--- src/rtl/ft_fifo_ctrl.sv ---
// FT2232H asynchronous FIFO port sequencer: flag sync, rd_n/wr_n strobe timing, bus arbitration.
// Optional FT_FIFO_CTRL_RR_EN: round-robin read/write grant instead of fixed read priority.
module ft_fifo_ctrl #(
    parameter int RD_PULSE = 2,
    parameter int WR_SETUP = 1,
    parameter int WR_PULSE = 2,
    parameter int RECOVER  = 3
) (
    input  logic       clock,
    input  logic       reset,
    input  logic       rxf_n,
    input  logic       txe_n,
    output logic       rd_n,
    output logic       wr_n,
    input  logic [7:0] data_in,
    output logic [7:0] data_out,
    output logic       data_oe,
    output logic [7:0] rx_data,
    output logic       rx_valid,
    input  logic       rx_ready,
    input  logic [7:0] tx_data,
    input  logic       tx_valid,
    output logic       tx_ready,
    output logic [2:0] state_dbg
);

    localparam int MAX_AB = (RD_PULSE > WR_SETUP) ? RD_PULSE : WR_SETUP;
    localparam int MAX_CD = (WR_PULSE > RECOVER) ? WR_PULSE : RECOVER;
    localparam int MAX_P  = (MAX_AB > MAX_CD) ? MAX_AB : MAX_CD;
    localparam int CW     = $clog2(MAX_P + 1);

    typedef enum logic [2:0] {
        S_IDLE      = 3'd0,
        S_RD_STROBE = 3'd1,
        S_WR_SETUP  = 3'd2,
        S_WR_STROBE = 3'd3,
        S_RECOVER   = 3'd4
    } state_t;

    state_t        state_q, state_d;
    logic [CW-1:0] cnt_q, cnt_d;
    logic [1:0]    rxf_sync_q, rxf_sync_d;
    logic [1:0]    txe_sync_q, txe_sync_d;
    logic          rd_n_q, rd_n_d;
    logic          wr_n_q, wr_n_d;
    logic          data_oe_q, data_oe_d;
    logic [7:0]    data_out_q, data_out_d;
    logic [7:0]    rx_data_q, rx_data_d;
    logic          rx_valid_q, rx_valid_d;
    logic          tx_ready_q, tx_ready_d;
`ifdef FT_FIFO_CTRL_RR_EN
    logic          ptr_q, ptr_d;   // 0 = RX side preferred, 1 = TX side preferred
`endif

    logic s_rxf_n, s_txe_n;
    logic rd_ok, wr_ok, grant_rd, grant_wr;

    assign s_rxf_n = rxf_sync_q[1];
    assign s_txe_n = txe_sync_q[1];

    // Streams: rx byte transfers on rx_valid & rx_ready; tx byte is latched in the
    // cycle before tx_ready pulses, so the producer may drop tx_valid once it sees tx_ready.
    always_comb begin
        rd_ok    = !s_rxf_n && !rx_valid_q;
        wr_ok    = !s_txe_n && tx_valid;
`ifdef FT_FIFO_CTRL_RR_EN
        grant_rd = rd_ok && (!wr_ok || !ptr_q);
`else
        grant_rd = rd_ok;
`endif
        grant_wr = wr_ok && !grant_rd;
    end

    always_comb begin
        state_d    = state_q;
        cnt_d      = cnt_q;
        rxf_sync_d = {rxf_sync_q[0], rxf_n};
        txe_sync_d = {txe_sync_q[0], txe_n};
        rd_n_d     = rd_n_q;
        wr_n_d     = wr_n_q;
        data_oe_d  = data_oe_q;
        data_out_d = data_out_q;
        rx_data_d  = rx_data_q;
        rx_valid_d = rx_valid_q;
        tx_ready_d = 1'b0;
`ifdef FT_FIFO_CTRL_RR_EN
        ptr_d      = ptr_q;
`endif

        if (rx_valid_q && rx_ready) begin
            rx_valid_d = 1'b0;
        end

        case (state_q)
            S_IDLE: begin
                if (grant_rd) begin
                    rd_n_d  = 1'b0;
                    cnt_d   = CW'(RD_PULSE - 1);
                    state_d = S_RD_STROBE;
`ifdef FT_FIFO_CTRL_RR_EN
                    ptr_d   = 1'b1;
`endif
                end else if (grant_wr) begin
                    data_out_d = tx_data;
                    data_oe_d  = 1'b1;
                    tx_ready_d = 1'b1;
                    cnt_d      = CW'(WR_SETUP - 1);
                    state_d    = S_WR_SETUP;
`ifdef FT_FIFO_CTRL_RR_EN
                    ptr_d      = 1'b0;
`endif
                end
            end
            S_RD_STROBE: begin
                if (cnt_q == '0) begin
                    rx_data_d  = data_in;
                    rx_valid_d = 1'b1;
                    rd_n_d     = 1'b1;
                    cnt_d      = CW'(RECOVER - 1);
                    state_d    = S_RECOVER;
                end else begin
                    cnt_d = cnt_q - 1'b1;
                end
            end
            S_WR_SETUP: begin
                if (cnt_q == '0) begin
                    wr_n_d  = 1'b0;
                    cnt_d   = CW'(WR_PULSE - 1);
                    state_d = S_WR_STROBE;
                end else begin
                    cnt_d = cnt_q - 1'b1;
                end
            end
            S_WR_STROBE: begin
                if (cnt_q == '0) begin
                    wr_n_d  = 1'b1;
                    cnt_d   = CW'(RECOVER - 1);
                    state_d = S_RECOVER;
                end else begin
                    cnt_d = cnt_q - 1'b1;
                end
            end
            S_RECOVER: begin
                // Bus stays driven through the first recovery cycle for write hold time.
                data_oe_d = 1'b0;
                if (cnt_q == '0) begin
                    state_d = S_IDLE;
                end else begin
                    cnt_d = cnt_q - 1'b1;
                end
            end
            default: begin
                state_d = S_IDLE;
            end
        endcase
    end

    always_ff @(posedge clock) begin
        if (reset) begin
            state_q    <= S_IDLE;
            cnt_q      <= '0;
            rxf_sync_q <= 2'b11;
            txe_sync_q <= 2'b11;
            rd_n_q     <= 1'b1;
            wr_n_q     <= 1'b1;
            data_oe_q  <= 1'b0;
            data_out_q <= 8'h00;
            rx_data_q  <= 8'h00;
            rx_valid_q <= 1'b0;
            tx_ready_q <= 1'b0;
`ifdef FT_FIFO_CTRL_RR_EN
            ptr_q      <= 1'b0;
`endif
        end else begin
            state_q    <= state_d;
            cnt_q      <= cnt_d;
            rxf_sync_q <= rxf_sync_d;
            txe_sync_q <= txe_sync_d;
            rd_n_q     <= rd_n_d;
            wr_n_q     <= wr_n_d;
            data_oe_q  <= data_oe_d;
            data_out_q <= data_out_d;
            rx_data_q  <= rx_data_d;
            rx_valid_q <= rx_valid_d;
            tx_ready_q <= tx_ready_d;
`ifdef FT_FIFO_CTRL_RR_EN
            ptr_q      <= ptr_d;
`endif
        end
    end

    assign rd_n      = rd_n_q;
    assign wr_n      = wr_n_q;
    assign data_oe   = data_oe_q;
    assign data_out  = data_out_q;
    assign rx_data   = rx_data_q;
    assign rx_valid  = rx_valid_q;
    assign tx_ready  = tx_ready_q;
    assign state_dbg = state_q;

endmodule

--- config.mk ---
export PLATFORM = sky130hd
export DESIGN_NAME = ft_fifo_ctrl
export DESIGN_NICKNAME = d
export VERILOG_FILES = /design/src/rtl/ft_fifo_ctrl.sv
export SDC_FILE = /design/constraint.sdc
export NUM_CORES = 1
export LEC_CHECK = 0
export ABC_AREA = 0
export CORE_UTILIZATION = 35
export CTS_CLUSTER_DIAMETER = 30
export DETAILED_ROUTE_END_ITERATION = 10
export PLACE_DENSITY_LB_ADDON = 0.1
export RECOVER_POWER = 25
export SLEW_MARGIN = 20
export SYNTH_ARGS = -nofsm -noshare
export SYNTH_HDL_FRONTEND = slang
export SYNTH_SLANG_ARGS = --single-unit
export TNS_END_PERCENT = 10
--- constraint.sdc ---
create_clock -name clock -period 1.6 [get_ports clock]
set_input_delay 0.32 -clock clock [delete_from_list [all_inputs] [get_ports clock]]
set_output_delay 0.32 -clock clock [all_outputs]
set_load 0.03 [all_outputs]
==> results.txt <==
Area Growth Syn to Fin - 45.7%
FF-to-FF Start - cnt_q[0]$_SDFFE_PP0P_
Die X - 61.4 um
compound-gate portion of the synthesized area - 14.5%
Clock Tree Root - clkbuf_4
layout cell share with drive strength beyond 1 - 15.5%
FF+latch count, synth - 30
die height - 61.4 um
CTS clk-pin slew, worst paths - 90 ps
worst slew pin tran - 361 ps
synth cell count leaders - dfxtp_1, nand2_1, nor2_1
post-DP HPWL - 1870 um
Worst setup EP type - flop
Tot GR Track Use - 15.5%
post-synthesis adder-cell area fraction - 3.04%
ys flop type - dfxtp_1
Crit path required time - 1810 ps
FF-to-FF End - cnt_q[1]$_SDFFE_PP0P_
nets - 211
CTS tree - yes
Clock Latency Late Sink - 320 ps
final routed DRC violation total - 0
DR vias - 1,122
Hold EP - txe_sync_q[1]$_SDFF_PP1_
Cells after Synth - 136
worst setup margin - 84.8 ps
post-route antenna net violation count - 0
Vias/cell - 4.82
Min-Delay Path Depth - 1
top-count cell post-synth - dfxtp_1
Mapped Nets - 161
R2R setup slack - 80 ps
clk sink count - 30
fin util - 53.5%
largest area contributor in the netlist - dfxtp_1
Pins Over Slew Limit - 0
site row count - 21
hold wc startpoint - txe_sync_q[0]$_SDFF_PP1_
Pre-antenna DRT Iters - 4
Async SR Flop Fraction - 0%
register area - 603 um^2
vias in the first global route - 977
Max VDD drop - 0.655 mV
Setup Crit Path Kind - reg2reg
RSZ-0062 raised after global routing - true
setup violators final - 0
setup TNS - 0 ps
Synth top area share - 48.6%
Netlist cell types - 33
final wirelength - 2710 um
number of synthesis warnings - 0
status - complete, no violations
Final min period - 1520 ps
post-synthesis mux area share - 7.29%
pin count of the biggest net entering global routing - 32
maxcap violations - 0
first-pass GRT wire length - 4160 um
Final Hold Viols - 0
Post-Place Cells - 224
maximum clock path buffer count - 2
routed length per instance - 11.6 um
port bufs - 45
initial core utilization - 36.7%
Synth area leaders - dfxtp_1, mux2i_1, nand2_1
synthesized cell area - 0.00123 mm^2
pre-CTS setup slack - -83.0 ps
CTS Hold Bufs - 0
post-synthesis xor/xnor area fraction - 0%
R2R cell count - 6
Post-Syn Area per Cell - 9.08 um^2
final hold slack - 413 ps
leakage - 0.841 nW
Slew headroom - 75.9%
Arr. time, crit path - 1720 ps
Max Freq - 0.660 GHz
H-Tree Level Count - 2
post-synthesis sequential area ratio - 48.6%
core area - 0.00336 mm^2
post-route insts no fill - 233
Final Cycle Share - 94.7%
grt ovf - 0
combinational family with the most area after synthesis - simple AND/OR/NAND/NOR gates
Ports - 46
fillers - 352
CTS Buf Count - 5
critical path peak fanout - 5
CP Launch Type - flop
multi-input logic area - 584 um^2
Post-Synth Simple-Gate Area - 21.1%
initial antenna violation count - 0
hold crit path type - reg2reg
n_diodes - 0
EDFF count, synth - 0
PwrDens - 1320 mW/mm^2
GPL Wtd Cong - 0.746
Fin Clk Skew - 9.88 ps
initial DRC count - 21
die area - 0.00377 mm^2
[how the worst max path moves through the flow]
stage                                         start                         to  slack (ps)
after global placement                     tx_valid      cnt_q[0]$_SDFFE_PP0P_         -40
after global routing          cnt_q[0]$_SDFFE_PP0P_      cnt_q[1]$_SDFFE_PP0P_          -6
after detailed placement                   tx_valid   data_out[3]$_SDFFE_PP0P_         -80
final                         cnt_q[0]$_SDFFE_PP0P_      cnt_q[1]$_SDFFE_PP0P_          80
after CTS                     cnt_q[0]$_SDFFE_PP0P_      cnt_q[1]$_SDFFE_PP0P_          20
after floorplan           state_dbg[1]$_SDFFE_PP0P_  state_dbg[1]$_SDFFE_PP0P_         170
[cells in the final DEF (no fill, tap or decap), drive strengths merged, types with 2 or more instances in the layout]
cell           synthesis  layout
dfxtp                 30      30
dlygate4sd2            0      21
nand2                 20      20
clkdlybuf4s50          0      19
nor2                  15      15
a21oi                 11      11
mux2i                  9       9
buf                    6       9
clkbuf                 3       8
or2                    6       6
inv                    4       4
o21ai                  4       4
ha                     3       3
nor3                   3       3
nand3b                 2       2
a211o                  2       2
a31oi                  2       2
a211oi                 2       2
nand2b                 2       2
dlygate4sd3            0       2
nor3b                  2       2
[final cells by class]
cell class | count | share of cell area [%]
flip-flops and latches | 30 | 33.5
multi-input cells | 93 | 32.5
repair buffers | 52 | 26.6
well taps | 46 | 3.20
clock buffers | 7 | 3.06
inverters | 4 | 0.834
clock inverters | 1 | 0.278
[flip-flops by register name (all words and copies together) (netlist names)]
register    cells
rx_data         8
data_out        8
cnt_q           2
rd_n            1
txe_sync_q      2
rx_valid        1
tx_ready        1
data_oe         1
state_dbg       3
rxf_sync_q      2
wr_n            1
[worst max-delay path, cell delays in order (launching register included)]
cell and delay (ps):
dfxtp_1 370, inv_1 90, ha_1 270, nor3_2 150
nand2_1 160, a211oi_1 270, a311oi_1 80
[cell families (layout without fill, tap and decap cells)]
| group | after synthesis | count (layout) |
|---|---|---|
| DFF | 30 | 30 |
| muxes | 9 | 9 |
| AOI/OAI and AO/OA | 27 | 27 |
| and+or+nand+nor | 54 | 54 |
| adders and majority gates | 3 | 3 |
| buffers and inverters | 13 | 64 |
[what timing repair did]
action	in CTS	in global routing
hold endpoints to repair	0	0
gates resized for setup	21	6
gates cloned	0	0
setup endpoints to repair	21	8
setup buffers	0	1
[power breakdown]
part | total (mW) | leakage, nW | switching [mW] | internal (mW)
Sequential | 0.983 | 0.245 | 0.124 | 0.859
Clock | 0.461 | 0.0353 | 0.248 | 0.213
Combinational | 0.925 | 0.561 | 0.502 | 0.423
Total | 2.37 | 0.841 | 0.875 | 1.49
[metal layers]
| layer | global-route usage, % | up-vias | routed length, um | part of all wire (%) |
|---|---|---|---|---|
| met1 | 17.1 | 521 | 1130 | 42 |
| met2 | 25.8 | 33 | 1350 | 50 |
| li1 | - | 561 | - | - |
| met4 | 7.62 | 0 | 63 | 2.3 |
| met3 | 6.51 | 7 | 170 | 6.3 |
| met5 | 0 | - | 0 | 0 |
[per-stage QoR]
step                area (um^2)  total power, mW
floorplan                  1230             1.60
global placement           1740             1.92
detailed placement         1740             1.94
CTS                        1770             2.36
global route               1800             2.53
finish                     1800             2.37
No activity file was read; power rests on OpenSTA's default activity.
